<file path="config.mk">
export PLATFORM = sky130hd
export DESIGN_NAME = decode_stage
export DESIGN_NICKNAME = d
export VERILOG_FILES = /design/src/rtl/rv_pkg.sv /design/src/rtl/decode_stage_imm_gen.sv /design/src/rtl/decode_stage.sv
export SDC_FILE = /design/constraint.sdc
export NUM_CORES = 1
export LEC_CHECK = 0
export ABC_AREA = 1
export CORE_MARGIN = 2
export CORE_UTILIZATION = 35
export CTS_CLUSTER_DIAMETER = 40
export DETAILED_ROUTE_END_ITERATION = 12
export PLACE_DENSITY_LB_ADDON = 0.3
export SYNTH_ARGS = -nofsm -noshare
export SYNTH_HDL_FRONTEND = slang
export SYNTH_SLANG_ARGS = --single-unit
</file>
<file path="constraint.sdc">
create_clock -name clk -period 5 [get_ports clk]
set_input_delay 0.75 -clock clk [delete_from_list [all_inputs] [get_ports clk]]
set_output_delay 0.75 -clock clk [all_outputs]
set_load 0.005 [all_outputs]
</file>
<file path="src/rtl/rv_pkg.sv">
// Shared RV32I decode definitions: opcodes, ALU operation encoding and control bundle.
package rv_pkg;

  localparam logic [31:0] NOP_WORD = 32'h0000_0033;

  localparam logic [6:0] OPC_LUI    = 7'b0110111;
  localparam logic [6:0] OPC_AUIPC  = 7'b0010111;
  localparam logic [6:0] OPC_JAL    = 7'b1101111;
  localparam logic [6:0] OPC_JALR   = 7'b1100111;
  localparam logic [6:0] OPC_BRANCH = 7'b1100011;
  localparam logic [6:0] OPC_LOAD   = 7'b0000011;
  localparam logic [6:0] OPC_STORE  = 7'b0100011;
  localparam logic [6:0] OPC_OPIMM  = 7'b0010011;
  localparam logic [6:0] OPC_OP     = 7'b0110011;

  localparam logic [6:0] FUNCT7_BASE = 7'b0000000;
  localparam logic [6:0] FUNCT7_ALT  = 7'b0100000;

  typedef enum logic [3:0] {
    ALU_ADD   = 4'd0,
    ALU_SUB   = 4'd1,
    ALU_SLL   = 4'd2,
    ALU_SLT   = 4'd3,
    ALU_SLTU  = 4'd4,
    ALU_XOR   = 4'd5,
    ALU_SRL   = 4'd6,
    ALU_SRA   = 4'd7,
    ALU_OR    = 4'd8,
    ALU_AND   = 4'd9,
    ALU_PASSB = 4'd10
  } alu_op_t;

  typedef struct packed {
    logic reg_we;
    logic use_imm;
    logic is_load;
    logic is_store;
    logic is_branch;
    logic is_jal;
    logic is_jalr;
    logic is_lui;
    logic is_auipc;
  } id_ctrl_t;

  // alt_sub selects SUB for funct3=000, alt_sra selects SRA for funct3=101.
  function automatic alu_op_t alu_from_funct3(input logic [2:0] f3,
                                              input logic alt_sub,
                                              input logic alt_sra);
    alu_op_t op;
    case (f3)
      3'b000:  op = alt_sub ? ALU_SUB : ALU_ADD;
      3'b001:  op = ALU_SLL;
      3'b010:  op = ALU_SLT;
      3'b011:  op = ALU_SLTU;
      3'b100:  op = ALU_XOR;
      3'b101:  op = alt_sra ? ALU_SRA : ALU_SRL;
      3'b110:  op = ALU_OR;
      default: op = ALU_AND;
    endcase
    return op;
  endfunction

endpackage

</file>
<file path="src/rtl/decode_stage_imm_gen.sv">
// Immediate extraction for all RV32I formats, sign-extended to XLEN.
module imm_gen
  import rv_pkg::*;
#(
  parameter int unsigned XLEN = 32
) (
  input  logic [31:0]     inst,
  output logic [XLEN-1:0] imm
);

  logic sign;
  assign sign = inst[31];

  always_comb begin
    imm = '0;
    case (inst[6:0])
      OPC_OPIMM, OPC_LOAD, OPC_JALR:
        imm = {{(XLEN-12){sign}}, inst[31:20]};
      OPC_STORE:
        imm = {{(XLEN-12){sign}}, inst[31:25], inst[11:7]};
      OPC_BRANCH:
        imm = {{(XLEN-13){sign}}, inst[31], inst[7], inst[30:25], inst[11:8], 1'b0};
      OPC_LUI, OPC_AUIPC:
        imm = {{(XLEN-32){sign}}, inst[31:12], 12'b0};
      OPC_JAL:
        imm = {{(XLEN-21){sign}}, inst[31], inst[19:12], inst[20], inst[30:21], 1'b0};
      default:
        imm = '0;
    endcase
  end

endmodule

</file>
<file path="src/rtl/decode_stage.sv">
// RV32I decode stage: IF/ID capture, field/control decode, regfile read and ID/EX register
// with mispredict flush, data-cache freeze and load-use bubble insertion.
module decode_stage #(
  parameter int unsigned XLEN     = 32,
  parameter int unsigned RA_W     = 5,
  parameter logic [31:0] NOP_WORD = rv_pkg::NOP_WORD
) (
  input  logic            clk,
  input  logic            rst,
  input  logic            mispredict,
  input  logic            mstall,
  input  logic [XLEN-1:0] instruction,
  input  logic [XLEN-1:0] PC_f,
  input  logic [XLEN-1:0] PC_fp4,
  input  logic            branch_prediction,
  input  logic [XLEN-1:0] branch_target,
  output logic [RA_W-1:0] rf_raddr1,
  output logic [RA_W-1:0] rf_raddr2,
  input  logic [XLEN-1:0] rf_rdata1,
  input  logic [XLEN-1:0] rf_rdata2,
  output logic            hazard_stall,
  output logic            id_valid,
  output logic [XLEN-1:0] id_pc,
  output logic [XLEN-1:0] id_pcp4,
  output logic [XLEN-1:0] id_pred_target,
  output logic [RA_W-1:0] id_rs1,
  output logic [RA_W-1:0] id_rs2,
  output logic [RA_W-1:0] id_rd,
  output logic [XLEN-1:0] id_rs1_val,
  output logic [XLEN-1:0] id_rs2_val,
  output logic [XLEN-1:0] id_imm,
  output logic [3:0]      id_alu_op,
  output logic [2:0]      id_funct3,
  output logic [8:0]      id_ctrl,
  output logic            id_pred_taken,
  output logic            id_illegal
);

  import rv_pkg::*;

  logic [31:0]     if_inst;
  logic            if_valid;
  logic [XLEN-1:0] if_pc;
  logic [XLEN-1:0] if_pcp4;
  logic [XLEN-1:0] if_target;
  logic            if_pred;

  logic [6:0]      opcode;
  logic [2:0]      funct3;
  logic [6:0]      funct7;
  logic [RA_W-1:0] f_rd;
  logic [RA_W-1:0] f_rs1;
  logic [RA_W-1:0] f_rs2;

  assign opcode = if_inst[6:0];
  assign f_rd   = if_inst[11:7];
  assign funct3 = if_inst[14:12];
  assign f_rs1  = if_inst[19:15];
  assign f_rs2  = if_inst[24:20];
  assign funct7 = if_inst[31:25];

  id_ctrl_t        dec_ctrl;
  alu_op_t         dec_alu;
  logic            dec_illegal;
  logic            use_rs1;
  logic            use_rs2;
  logic            writes_rd;
  logic [RA_W-1:0] dec_rs1;
  logic [RA_W-1:0] dec_rs2;
  logic [RA_W-1:0] dec_rd;
  logic [XLEN-1:0] dec_imm;

  imm_gen #(.XLEN(XLEN)) u_imm_gen (
    .inst (if_inst),
    .imm  (dec_imm)
  );

  always_comb begin
    dec_ctrl    = '0;
    dec_alu     = ALU_ADD;
    dec_illegal = 1'b0;
    use_rs1     = 1'b0;
    use_rs2     = 1'b0;
    writes_rd   = 1'b0;
    case (opcode)
      OPC_LUI: begin
        dec_ctrl.is_lui  = 1'b1;
        dec_ctrl.use_imm = 1'b1;
        dec_alu          = ALU_PASSB;
        writes_rd        = 1'b1;
      end
      OPC_AUIPC: begin
        dec_ctrl.is_auipc = 1'b1;
        dec_ctrl.use_imm  = 1'b1;
        writes_rd         = 1'b1;
      end
      OPC_JAL: begin
        dec_ctrl.is_jal  = 1'b1;
        dec_ctrl.use_imm = 1'b1;
        writes_rd        = 1'b1;
      end
      OPC_JALR: begin
        dec_ctrl.is_jalr = 1'b1;
        dec_ctrl.use_imm = 1'b1;
        use_rs1          = 1'b1;
        writes_rd        = 1'b1;
      end
      OPC_BRANCH: begin
        dec_ctrl.is_branch = 1'b1;
        use_rs1            = 1'b1;
        use_rs2            = 1'b1;
        case (funct3[2:1])
          2'b10:   dec_alu = ALU_SLT;
          2'b11:   dec_alu = ALU_SLTU;
          default: dec_alu = ALU_SUB;
        endcase
      end
      OPC_LOAD: begin
        dec_ctrl.is_load = 1'b1;
        dec_ctrl.use_imm = 1'b1;
        use_rs1          = 1'b1;
        writes_rd        = 1'b1;
      end
      OPC_STORE: begin
        dec_ctrl.is_store = 1'b1;
        dec_ctrl.use_imm  = 1'b1;
        use_rs1           = 1'b1;
        use_rs2           = 1'b1;
      end
      OPC_OPIMM: begin
        dec_ctrl.use_imm = 1'b1;
        use_rs1          = 1'b1;
        writes_rd        = 1'b1;
        dec_alu          = alu_from_funct3(funct3, 1'b0, if_inst[30]);
        if (funct3 == 3'b001 && funct7 != FUNCT7_BASE)
          dec_illegal = 1'b1;
        if (funct3 == 3'b101 && funct7 != FUNCT7_BASE && funct7 != FUNCT7_ALT)
          dec_illegal = 1'b1;
      end
      OPC_OP: begin
        use_rs1   = 1'b1;
        use_rs2   = 1'b1;
        writes_rd = 1'b1;
        dec_alu   = alu_from_funct3(funct3, if_inst[30], if_inst[30]);
        if (funct7 == FUNCT7_ALT) begin
          if (funct3 != 3'b000 && funct3 != 3'b101)
            dec_illegal = 1'b1;
        end else if (funct7 != FUNCT7_BASE) begin
          dec_illegal = 1'b1;
        end
      end
      default: dec_illegal = 1'b1;
    endcase
    // Illegal words carry no register usage so they can neither write nor trigger a hazard.
    if (dec_illegal) begin
      dec_ctrl  = '0;
      dec_alu   = ALU_ADD;
      use_rs1   = 1'b0;
      use_rs2   = 1'b0;
      writes_rd = 1'b0;
    end
    dec_ctrl.reg_we = writes_rd && (f_rd != '0);
  end

  assign dec_rs1   = use_rs1   ? f_rs1 : '0;
  assign dec_rs2   = use_rs2   ? f_rs2 : '0;
  assign dec_rd    = writes_rd ? f_rd  : '0;
  assign rf_raddr1 = dec_rs1;
  assign rf_raddr2 = dec_rs2;

  id_ctrl_t ctrl_q;
  alu_op_t  alu_q;
  assign id_ctrl   = ctrl_q;
  assign id_alu_op = alu_q;

  logic load_use;
  logic idex_bubble;
  logic idex_load;

  assign load_use = if_valid && id_valid && ctrl_q.is_load && (id_rd != '0) &&
                    ((id_rd == dec_rs1) || (id_rd == dec_rs2));
  assign hazard_stall = load_use && !mstall && !mispredict && !rst;

  assign idex_bubble = rst || mispredict || (!mstall && (load_use || !if_valid));
  assign idex_load   = !mstall;

  always_ff @(posedge clk) begin
    if (rst) begin
      if_inst   <= NOP_WORD;
      if_valid  <= 1'b0;
      if_pc     <= '0;
      if_pcp4   <= '0;
      if_target <= '0;
      if_pred   <= 1'b0;
    end else if (mispredict) begin
      if_inst  <= NOP_WORD;
      if_valid <= 1'b0;
      if_pred  <= 1'b0;
    end else if (!mstall && !load_use) begin
      if_inst   <= instruction[31:0];
      if_valid  <= (instruction[31:0] != NOP_WORD);
      if_pc     <= PC_f;
      if_pcp4   <= PC_fp4;
      if_target <= branch_target;
      if_pred   <= branch_prediction;
    end
  end

  always_ff @(posedge clk) begin
    if (idex_bubble) begin
      id_valid       <= 1'b0;
      id_pc          <= '0;
      id_pcp4        <= '0;
      id_pred_target <= '0;
      id_rs1         <= '0;
      id_rs2         <= '0;
      id_rd          <= '0;
      id_rs1_val     <= '0;
      id_rs2_val     <= '0;
      id_imm         <= '0;
      alu_q          <= ALU_ADD;
      id_funct3      <= '0;
      ctrl_q         <= '0;
      id_pred_taken  <= 1'b0;
      id_illegal     <= 1'b0;
    end else if (idex_load) begin
      id_valid       <= 1'b1;
      id_pc          <= if_pc;
      id_pcp4        <= if_pcp4;
      id_pred_target <= if_target;
      id_rs1         <= dec_rs1;
      id_rs2         <= dec_rs2;
      id_rd          <= dec_rd;
      id_rs1_val     <= rf_rdata1;
      id_rs2_val     <= rf_rdata2;
      id_imm         <= dec_imm;
      alu_q          <= dec_alu;
      id_funct3      <= funct3;
      ctrl_q         <= dec_ctrl;
      id_pred_taken  <= if_pred;
      id_illegal     <= dec_illegal;
    end
  end

endmodule

</file>
## Word level (Yosys, flattened, before mapping)

Index checks and enable logic that the tools add are counted.
W data, S select, Z words.

- Register bits: 356
- Output and inout bits: 237
- Logic and storage cells: 122
- Input port bits: 197

- Reduce and logical (&&, ||, !) cells: 37
- Bitwise logic cells: 1
- Muxes and demuxes: 32
- Equality and inequality tests: 23

Operators by type and width:

| operator | number |
|---|---|
| $pmux W32 S5 | 1 |
| $pmux W4 S7 | 2 |
| $ne A32 B6 Y1 const B | 1 |
| $eq A7 B6 Y1 const B | 4 |
| $eq A7 B7 Y1 const B | 3 |
| $mux W1 | 21 |
| $reduce_or A7 Y1 | 3 |
| $pmux W4 S4 | 1 |
| $mux W5 | 3 |
| $eq A7 B5 Y1 const B | 2 |
| $logic_and A1 B1 Y1 | 14 |
| $eq A5 B5 Y1 | 2 |
| $reduce_bool A5 Y1 | 2 |
| $eq A3 B3 Y1 const B | 3 |
| $mux W8 | 1 |
| $eq A7 B2 Y1 const B | 1 |
| $ne A7 B6 Y1 const B | 1 |
| $reduce_bool A7 Y1 | 1 |
| $eq A3 B2 Y1 const B | 2 |
| $pmux W3 S2 | 1 |
| $reduce_or A3 Y1 | 2 |
| $reduce_or A6 Y1 | 1 |
| $logic_not A1 Y1 | 5 |
| $eq A2 B2 Y1 const B | 2 |
| other kinds (10) | 14 |

## Logic depth before layout (Yosys ltp)

Gate-level depths: netlist of run 1.

- Word-level depth: 13
- Mapped depth: 23
- Mapped depth without buffers: 21

## Modules after synthesis

From an unflattened synthesis of run 1, not the netlist that was laid out.

- Cell total of the unflattened synthesis: 2296
- Area, all modules: 15406.0 um2

By module, submodules not included:

| module | sequential area each (um2) | instances | area each (um2) | cells an instance |
|---|---|---|---|---|
| decode_stage | 7126.8 | 1 | 14646.5 | 2133 |
| imm_gen | 0.0 | 1 | 759.5 | 163 |

## Worst setup path after synthesis of run 1

No wires, ideal clock.

- Path kind: reg-to-output
- Start: reg if_inst[2]
- End: out hazard_stall
- Stages on the path, launching flop included: 18
- Arrival: 2160 ps
- Required time: 4250 ps
- Buffers on the path: 2
- Slack: 2090 ps
- Path through: dfxtp_1 -> nor2_1 -> nand2_2 -> nor2_1 -> nor2_2 -> inv_4 -> nor2_2 -> nor2_4 -> buf_4 -> nand3_1 -> nand2_1 -> nand2_1 -> nor2_1 -> nand3_1 -> nand2_1 -> nand2_2 -> clkbuf_1 -> nor3_1

- Cells in the longest elaborated chain, start to end: 11
- Elaborated cells on any way between the ends: 26
- Those cells by class: 11 x eq/ne; 7 x mux; 8 x reduce/logical

RTL lines:

| item | RTL line | text |
|---|---|---|
| from (decl) | decode_stage.sv:41 | `logic [31:0] if_inst;` |
| from (signal assigned) | decode_stage.sv:200 | `if_inst <= instruction[31:0];` |
| $eq A7 B2 Y1 (tied with other cells) | decode_stage.sv:85 | `case (opcode)` |
| $reduce_or A7 Y1 (no source line) (tied with other cells) | -- |  |
| $pmux W1 S3 / $mux W1 (equally long branches) | decode_stage.sv:85 |  |
| $mux W1 | decode_stage.sv:155 | `if (dec_illegal) begin` |
| $mux W5, on equally long branches | decode_stage.sv:165, decode_stage.sv:166 |  |
| $eq A5 B5 Y1 | decode_stage.sv:181 | `((id_rd == dec_rs1) \|\| (id_rd == dec_rs2));` |
| $logic_or A1 B1 Y1 (*) | decode_stage.sv:181 |  |
| $logic_and A1 B1 Y1 (*) | decode_stage.sv:180 | `assign load_use = if_valid && id_valid && ctrl_q.is_load && (id_rd != '0) &&` |
| $logic_and A1 B1 Y1 (*) (3 in a row) | decode_stage.sv:182 | `assign hazard_stall = load_use && !mstall && !mispredict && !rst;` |
| to (decl) | decode_stage.sv:21 | `output logic hazard_stall,` |

Every way passes the cells marked *; elsewhere a longest branch is shown, timed or not.

## Worst setup path in the final report of run 1

- Start: reg if_inst[4]
- End: out hazard_stall

Same word-level chain as after synthesis.

==> results_dict.tcl, run 1 <==
set metrics [dict create \
    outcome "finished, final reports clean" \
    post-route-min-period_ps 4620 \
    crit_fanout 12 \
    synth_top_cell_by_area "dfxtp_1" \
    grtUsageMet3_pct 6.27 \
    cts_tree "built" \
    cp_cell_sequence "inv_2 -> nor2_2 -> nand3_1 -> nand2_2 -> inv_2 -> nand2_2 -> nor2_2 -> nor2_4 -> nand3_1 -> nand2_1 -> nand2_1 -> nor2_1 -> nand3_1 -> nand2_1 -> nand2_4 -> nor3_1 -> clkdlybuf4s50_1" \
    ys_seq_area_share_pct 47.7 \
    maxCapViolCount 0 \
    multiInputGateArea_um2 5910 \
    cts_resized 0 \
    synthFlopType "dfxtp_1" \
    synth_area_um2 14900 \
    fin_setup_tns_ps 0 \
    fp.dieH_um 211 \
    fillers 4120 \
    area_growth_pct 43.7 \
    ir_drop_v 0.000303 \
    synth_top_family_by_area "simple AND/OR/NAND/NOR gates" \
    netSwitchingFraction_pct 24.7 \
    seq_power_share_pct 38.4 \
    ys_types 32 \
    die_w_um 211 \
    critPathArrivalTime_ps 3870 \
    worst_pin_slew_ps 1170 \
    clkPwrFrac_pct 51.4 \
    synth_common_cells "nand2_1 (584), dfxtp_1 (356), inv_1 (339)" \
    wl_um 49600 \
    combPwrFrac_pct 10.1 \
    start_util_pct 35.5 \
    yosysWarnings 0 \
    syn_area_per_cell_um2 6.79 \
    synth_area_leaders "dfxtp_1 (48%), nand2_1 (15%), inv_1 (8.5%)" \
    grt_pass1_wl_um 78200 \
    drc 0 \
    placementRows 75 \
    insertedDiodeCount 0 \
    synthAdderAreaFrac_pct 0 \
    grt_usage_pct 21.9 \
    synth.area.mux_share_pct 0 \
    top_usage_layer "met2" \
    drive_gt1_share_pct 5.36 \
    holdBufCountCts 0 \
    syn_nets 2396 \
    power_switching_mw 1.92 \
    finalCritPeriodShare_pct 92.5 \
    h-tree-depth 2 \
    synth-compound-area-share_pct 10.1 \
    slew_violations 0 \
    end_kind "output pin" \
    gp_congestion 0.895 \
    finalSetupViolCount 0 \
    synth_edf_count 0 \
    p_int_mw 5.85 \
    gr-usage-met2_pct 37.5 \
    yosys.cell_count.top_type "nand2_1" \
    wl_per_cell_um 15.7 \
    cts_sinks 356 \
    die-area_um2 44300 \
    dp_hpwl_um 33600 \
    final-seq-area_um2 7130 \
    relSlewSlack_pct 21.7 \
    cts.clk_slew.worst_paths_ps 60 \
    ant_nets 0 \
    synthSimpleGateAreaFrac_pct 29.2 \
    pwr_density_cell_nw_per_um2 362 \
    port_buffers 433 \
    first_iter_violations 1214 \
    clock_skew_ps 36.0 \
    post-cts-setup-buffers 0 \
    synth-seq-cells 356 \
    hp-class "flip-flop to flip-flop" \
    cpPeakStageDelay_ps 570 \
    gr-total-overflow 0 \
    utilization_pct 51.0 \
    core_area_um2 42000 \
    synthCells 2199 \
    critPathSlowestCell "clkdlybuf4s50_1" \
    synth_xor_area_share_pct 0.0587 \
    start_kind "flip-flop" \
    clockBufferDepth 3 \
    numCtsBuffers 55 \
    root_buffer "clkbuf_16" \
    crit_type "flip-flop to output pin" \
    cp_num_buf_inv 3 \
    critPathRequiredTime_ps 4250 \
    p_leak_nw 9.50 \
    fin_nets 2762 \
    grt_max_degree 228 \
    synth_top_cell_area_share_pct 47.7 \
    io_pins 434 \
    synthArstFlopShare_pct 0 \
    antenna_found_initial 1 \
    clk_latency_ps 600 \
    vias 15000 \
    grt_pass1_vias 14600 \
    fmax_mhz 216 \
    vias_per_cell 4.77 \
    finalHoldViolCount 0 \
    drt_first_pass_iters 6 \
    use_met1_pct 26.5 \
    critPathTopFamily "simple AND/OR/NAND/NOR gates" \
    rsz0062_at_grt "no" \
]
==> power by group through the flow <==
stage                     clock network (mW)  registers [mW]  logic, mW
after floorplan                            0            3.03      0.434
after CTS                               4.08            2.99      0.788
after global routing                    4.20            3.00      0.886
after global placement                     0            3.04      0.769
final                                   4.00            2.99      0.788
after detailed placement                   0            3.05      0.782
==> final cells by class <==
type | instances | area share [%]
well taps | 539 | 3.14
clock buffers | 68 | 7.17
repair buffers | 447 | 20.9
flip-flops and latches | 356 | 33.2
inverters | 348 | 6.13
multi-input cells | 1357 | 27.5
clock inverters | 34 | 1.91
==> per-stage QoR <==
step	hold slack [ps]	worst slack [ps]	std cells	total power [mW]	area [um^2]
after floorplan	441	2090	2199	3.47	14900
after global placement	443	891	3046	3.81	19500
after detailed placement	452	720	3046	3.83	19500
after CTS	460	200	3148	7.85	21500
after global routing	484	116	3149	8.09	21500
final	460	377	3149	7.77	21500
==> worst register-to-register path, delay by kind of cell (launching register included) <==
kind	cells	cell delay, ps
AND/OR/NAND/NOR	13	2730
AO/OA/AOI/OAI	2	540
buffers and inverters	3	530
flip-flops	1	370
==> layout by cell type, fill, tap and decap left out, types with 2 or more instances in the layout <==
| master | n |
|---|---|
| a21oi_1 | 129 |
| buf_12 | 4 |
| buf_4 | 11 |
| bufinv_16 | 7 |
| clkbuf_1 | 4 |
| clkbuf_16 | 57 |
| clkbuf_8 | 7 |
| clkdlybuf4s50_1 | 432 |
| clkinv_2 | 10 |
| clkinv_4 | 7 |
| dfxtp_1 | 356 |
| inv_1 | 338 |
| inv_2 | 8 |
| inv_6 | 8 |
| inv_8 | 2 |
| nand2_1 | 584 |
| nand2_2 | 3 |
| nand3_1 | 31 |
| nand4_1 | 109 |
| nor2_1 | 308 |
| nor2_2 | 7 |
| nor3_1 | 4 |
| nor4_1 | 7 |
| o211ai_1 | 2 |
| o21ai_0 | 157 |
| o22ai_1 | 3 |
==> per-layer routing <==
metal	up-vias	part of all wire, %
met1	6891	42
met4	2	2.6
met3	84	8.0
met2	520	48
met5	-	0.026
li1	7523	-
==> path summary, 6_finish.rpt <==
| kind | start | slack [ps] | cells after the start | to |
|---|---|---|---|---|
| setup / recovery | if_inst[4]$_SDFFE_PP1P_ | 380 | 17 | hazard_stall |
| hold / removal | id_alu_op[3]$_SDFFE_PP0N_ | 460 | 2 | id_alu_op[3]$_SDFFE_PP0N_ |
| setup reg to reg | if_inst[4]$_SDFFE_PP1P_ | 700 | 18 | if_inst[12]$_SDFFE_PP0P_ |
| hold reg to reg | id_alu_op[3]$_SDFFE_PP0N_ | 460 | 2 | id_alu_op[3]$_SDFFE_PP0N_ |
==> cells by family after synthesis <==
logic type / Yosys count
AND/OR/NAND/NOR: 1059
buffers and inverters: 487
flip-flops: 356
AO/OA/AOI/OAI: 296
XOR/XNOR: 1
(Power assumes the default switching activity.)
==> run 2, diff against run 1 <==
--- a/config.mk
+++ b/config.mk
@@ -6,6 +6,7 @@
 export NUM_CORES = 1
 export LEC_CHECK = 0
 export ABC_AREA = 1
+export CAP_MARGIN = 20
 export CORE_MARGIN = 2
 export CORE_UTILIZATION = 35
 export CTS_CLUSTER_DIAMETER = 40
==> results_dict.tcl, run 2 (synthesis gave the netlist of run 1 again) <==
set metrics [dict create \
    outcome "finished, final reports clean" \
    end_kind "output pin" \
    finalCritPeriodShare_pct 92.0 \
    power.total_mw 7.78 \
    fmax_mhz 217 \
    crit_fanout 12 \
    h-tree-depth 2 \
    final-seq-area_um2 7130 \
    ant_nets 0 \
    post-cts-setup-buffers 0 \
    maxCapViolCount 0 \
    gp_congestion 0.895 \
    holdWs_ps 461 \
    fillers 4116 \
    cts_tree "built" \
    insertedDiodeCount 0 \
    cts_resized 0 \
    grt_pass1_vias 14600 \
    critPathArrivalTime_ps 3850 \
    drt_first_pass_iters 8 \
    die_w_um 211 \
    drive_gt1_share_pct 5.44 \
    wl_per_cell_um 15.8 \
    worst_pin_slew_ps 1200 \
    pwr_density_cell_nw_per_um2 362 \
    hp-class "flip-flop to flip-flop" \
    start_util_pct 35.5 \
    placementRows 75 \
    slew_violations 0 \
    fp.dieH_um 211 \
    p_leak_nw 9.52 \
    relSlewSlack_pct 19.8 \
    cts.clk_slew.worst_paths_ps 60 \
    grt_pass1_wl_um 78200 \
    ir_drop_v 0.000302 \
    die-area_um2 44300 \
    clockBufferDepth 3 \
    first_iter_violations 1230 \
    numCtsBuffers 55 \
    finalHoldViolCount 0 \
    port_buffers 433 \
    finalNonFillerCells 3151 \
    crit_type "flip-flop to output pin" \
    fin_setup_tns_ps 0 \
    critPathRequiredTime_ps 4250 \
    place_inst 3046 \
    vias 15000 \
    start_kind "flip-flop" \
    vias_per_cell 4.76 \
    drc 0 \
    io_pins 434 \
    core_area_um2 42000 \
    final_common_cell "nand2_1" \
    grt_max_degree 228 \
    post-route-min-period_ps 4600 \
    clk_latency_ps 600 \
    dp_hpwl_um 33600 \
    clock_skew_ps 35.4 \
    root_buffer "clkbuf_16" \
    cts_sinks 356 \
    finalSetupViolCount 0 \
    antenna_found_initial 1 \
    layout_common_cells "nand2_1 (584), clkdlybuf4s50_1 (432), dfxtp_1 (356)" \
    area_growth_pct 44.1 \
    multiInputGateArea_um2 5910 \
    fin_nets 2764 \
    holdBufCountCts 0 \
    rsz0062_at_grt "no" \
    grt_usage_pct 21.9 \
    utilization_pct 51.2 \
    wl_um 49700 \
    gr-total-overflow 0 \
]
## run 2: power by group
| part | internal, mW | leakage [nW] | switching, mW | total [mW] |
|---|---|---|---|---|
| Clock | 2.56 | 0.967 | 1.44 | 4.00 |
| Combinational | 0.353 | 5.65 | 0.441 | 0.794 |
| Sequential | 2.94 | 2.90 | 0.0487 | 2.99 |
| Total | 5.85 | 9.52 | 1.93 | 7.78 |
## run 2: stage by stage
stage / worst slack, ps / area, um^2
after floorplan: 2090 / 14900
after global placement: 891 / 19500
after detailed placement: 720 / 19500
after CTS: 200 / 21500
after global routing: 115 / 21500
final: 399 / 21500
## run 2: metal layers
layer  up-vias  track usage (%)  share of wire [%]
li1       7520                -                  -
met1      6864             26.5                 42
met2       518             37.5                 48
met3        83             6.27                8.0
met4         2             6.53                2.6
met5         -                0              0.026
## run 2: final cells by class
class / instances / share of cell area, %
flip-flops and latches: 356 / 33.1
multi-input cells: 1357 / 27.5
repair buffers: 449 / 21.1
clock buffers: 68 / 7.15
inverters: 348 / 6.12
well taps: 539 / 3.13
clock inverters: 34 / 1.91
## run 2: worst paths after layout
check,slack [ps],cells past startpoint,endpoint,start
min,460,2,id_alu_op[3]$_SDFFE_PP0N_,id_alu_op[3]$_SDFFE_PP0N_
max reg2reg,810,19,if_pcp4[6]$_SDFFE_PP0P_,if_inst[4]$_SDFFE_PP1P_
min reg2reg,460,2,id_alu_op[3]$_SDFFE_PP0N_,id_alu_op[3]$_SDFFE_PP0N_
max,400,17,hazard_stall,if_inst[4]$_SDFFE_PP1P_
## run 2: critical path: stages (launching register included)
cell             delay, ps
dfxtp_1                370
inv_2                   70
nor2_2                 140
nand3_1                370
nand2_2                310
inv_2                   90
nand2_2                 80
nor2_2                  60
nor2_4                 250
nand3_1                140
nand2_1                 80
nand2_1                 50
nor2_1                 120
nand3_1                100
nand2_1                150
nand2_4                 60
nor3_1                 230
clkdlybuf4s50_1        570
==> run 3, diff against run 2 <==
==> constraint.sdc (replaced) <==
create_clock -name clk -period 5.2 [get_ports clk]
set_input_delay 0.78 -clock clk [delete_from_list [all_inputs] [get_ports clk]]
set_output_delay 0.78 -clock clk [all_outputs]
set_load 0.005 [all_outputs]
==> results_dict.tcl, run 3 (synthesis gave the netlist of run 1 again) <==
set metrics [dict create \
    outcome "finished, final reports clean" \
    rsz0062_at_grt "no" \
    p_int_mw 5.63 \
    cts_tree "built" \
    drive_gt1_share_pct 5.29 \
    die-area_um2 44300 \
    netSwitchingFraction_pct 25.0 \
    cts_sinks 356 \
    worst_pin_slew_ps 1300 \
    post-cts-setup-buffers 0 \
    drt_first_pass_iters 6 \
    critPathTopFamily "simple AND/OR/NAND/NOR gates" \
    cts.clk_slew.worst_paths_ps 50 \
    critPathSlowestCell "clkdlybuf4s50_1" \
    gp_congestion 0.907 \
    start_util_pct 35.5 \
    place_inst 3042 \
    ant_nets 0 \
    vias_per_cell 4.76 \
    start_kind "flip-flop" \
    holdBufCountCts 0 \
    crit_fanout 12 \
    cp_num_buf_inv 3 \
    cp_cell_sequence "inv_2 -> nor2_2 -> nand3_1 -> nand2_2 -> inv_2 -> nand2_2 -> nor2_2 -> nor2_4 -> nand3_1 -> nand2_1 -> nand2_1 -> nor2_1 -> nand3_1 -> nand2_1 -> nand2_4 -> nor3_1 -> clkdlybuf4s50_1" \
    fillers 4074 \
    root_buffer "clkbuf_16" \
    p_leak_nw 9.45 \
    maxCapViolCount 0 \
    ir_drop_v 0.000314 \
    clock_skew_ps 13.9 \
    grt_max_degree 291 \
    finalHoldViolCount 0 \
    cts_resized 0 \
    antenna_found_initial 2 \
    wl_um 49700 \
    numCtsBuffers 56 \
    gr-total-overflow 0 \
    clkPwrFrac_pct 51.6 \
    io_pins 434 \
    finalNonFillerCells 3148 \
    utilization_pct 51.1 \
    area_growth_pct 43.8 \
    wl_per_cell_um 15.8 \
    fmax_mhz 216 \
    end_kind "output pin" \
    clk_latency_ps 580 \
    crit_type "flip-flop to output pin" \
    fin_nets 2761 \
    grt_usage_pct 21.6 \
    clockBufferDepth 3 \
    fin_area_um2 21500 \
    layout_setup_ws_ps 571 \
    fp.dieH_um 211 \
    insertedDiodeCount 0 \
    vias 15000 \
    cpPeakStageDelay_ps 550 \
    layout_common_cells "nand2_1 (584), clkdlybuf4s50_1 (432), dfxtp_1 (356)" \
    finalSetupViolCount 0 \
    grt_pass1_vias 14300 \
    combPwrFrac_pct 10.1 \
    critPathRequiredTime_ps 4420 \
    first_iter_violations 1118 \
    finalCritPeriodShare_pct 89.0 \
    seq_power_share_pct 38.2 \
    post-route-min-period_ps 4630 \
    fin_setup_tns_ps 0 \
    core_area_um2 42000 \
    port_buffers 433 \
    holdWs_ps 464 \
    placementRows 75 \
    final_common_cell "nand2_1" \
    power_switching_mw 1.88 \
    dp_hpwl_um 32700 \
    pwr_density_cell_nw_per_um2 350 \
    drc 0 \
    h-tree-depth 2 \
    die_w_um 211 \
    relSlewSlack_pct 13.5 \
    slew_violations 0 \
    hp-class "flip-flop to flip-flop" \
    power.total_mw 7.51 \
    grt_pass1_wl_um 76500 \
    critPathArrivalTime_ps 3850 \
    post_dp_cell_area_um2 19400 \
    post-place-ws_ps 1040 \
]
run 3: cell types whose count changed in the layout (fill, tap and decap cells not counted), moves of 2 or more:
| cell | previous run | this run |
|---|---|---|
| clkinv_2 | 10 | 5 |
| buf_4 | 11 | 9 |
| clkbuf_8 | 7 | 3 |
| clkinv_4 | 7 | 3 |
| inv_8 | 2 | 4 |
| buf_12 | 4 | 2 |
| clkinvlp_4 | 1 | 12 |
run 3: power groups by stage:
stage	combinational [mW]	sequential, mW	clock, mW
after floorplan	0.418	2.92	0
after global placement	0.740	2.93	0
after detailed placement	0.749	2.93	0
after CTS	0.755	2.87	3.95
after global routing	0.849	2.88	4.08
final	0.758	2.87	3.88
run 3: layout make-up:
type / count / area, um^2 / area share [%]
Sequential cell: 356 / 7130 / 33.2
Multi-Input combinational cell: 1357 / 5910 / 27.5
Timing Repair Buffer: 445 / 4490 / 20.9
Clock buffer: 65 / 1490 / 6.92
Inverter: 348 / 1320 / 6.13
Tap cell: 539 / 674 / 3.14
Clock inverter: 38 / 477 / 2.22
run 3: per-layer routing:
layer / GRT usage, % / share of wire (%) / vias up
met5: 0 / 0.054 / -
met4: 8.01 / 2.9 / 4
met3: 6.36 / 8.4 / 102
met2: 36.1 / 47 / 510
met1: 26.2 / 42 / 6853
li1: - / - / 7521
run 3: path summary, 6_finish.rpt:
kind	start	to	slack [ps]	cells past startpoint
setup / recovery	if_inst[4]$_SDFFE_PP1P_	hazard_stall	570	17
setup reg to reg	if_inst[4]$_SDFFE_PP1P_	if_pcp4[13]$_SDFFE_PP0P_	1100	18
hold / removal	id_rs2_val[18]$_SDFFE_PP0N_	id_rs2_val[18]$_SDFFE_PP0N_	460	2
hold reg to reg	id_rs2_val[18]$_SDFFE_PP0N_	id_rs2_val[18]$_SDFFE_PP0N_	460	2
run 3: worst reg2reg max path, stage by stage, from the launching register on:
cell     delay [ps]
dfxtp_1         360
inv_2            70
nor2_2          130
nand3_1         380
nand2_2         330
inv_2            90
nand2_2          80
nor2_2           60
nor2_2          420
nand3_1         240
nand2_1         110
a21oi_1          70
nand2_1          70
nand2_1         120
nand2_4         140
buf_4           780
nand4_1         370
nand2_1         130
nor2_1           40
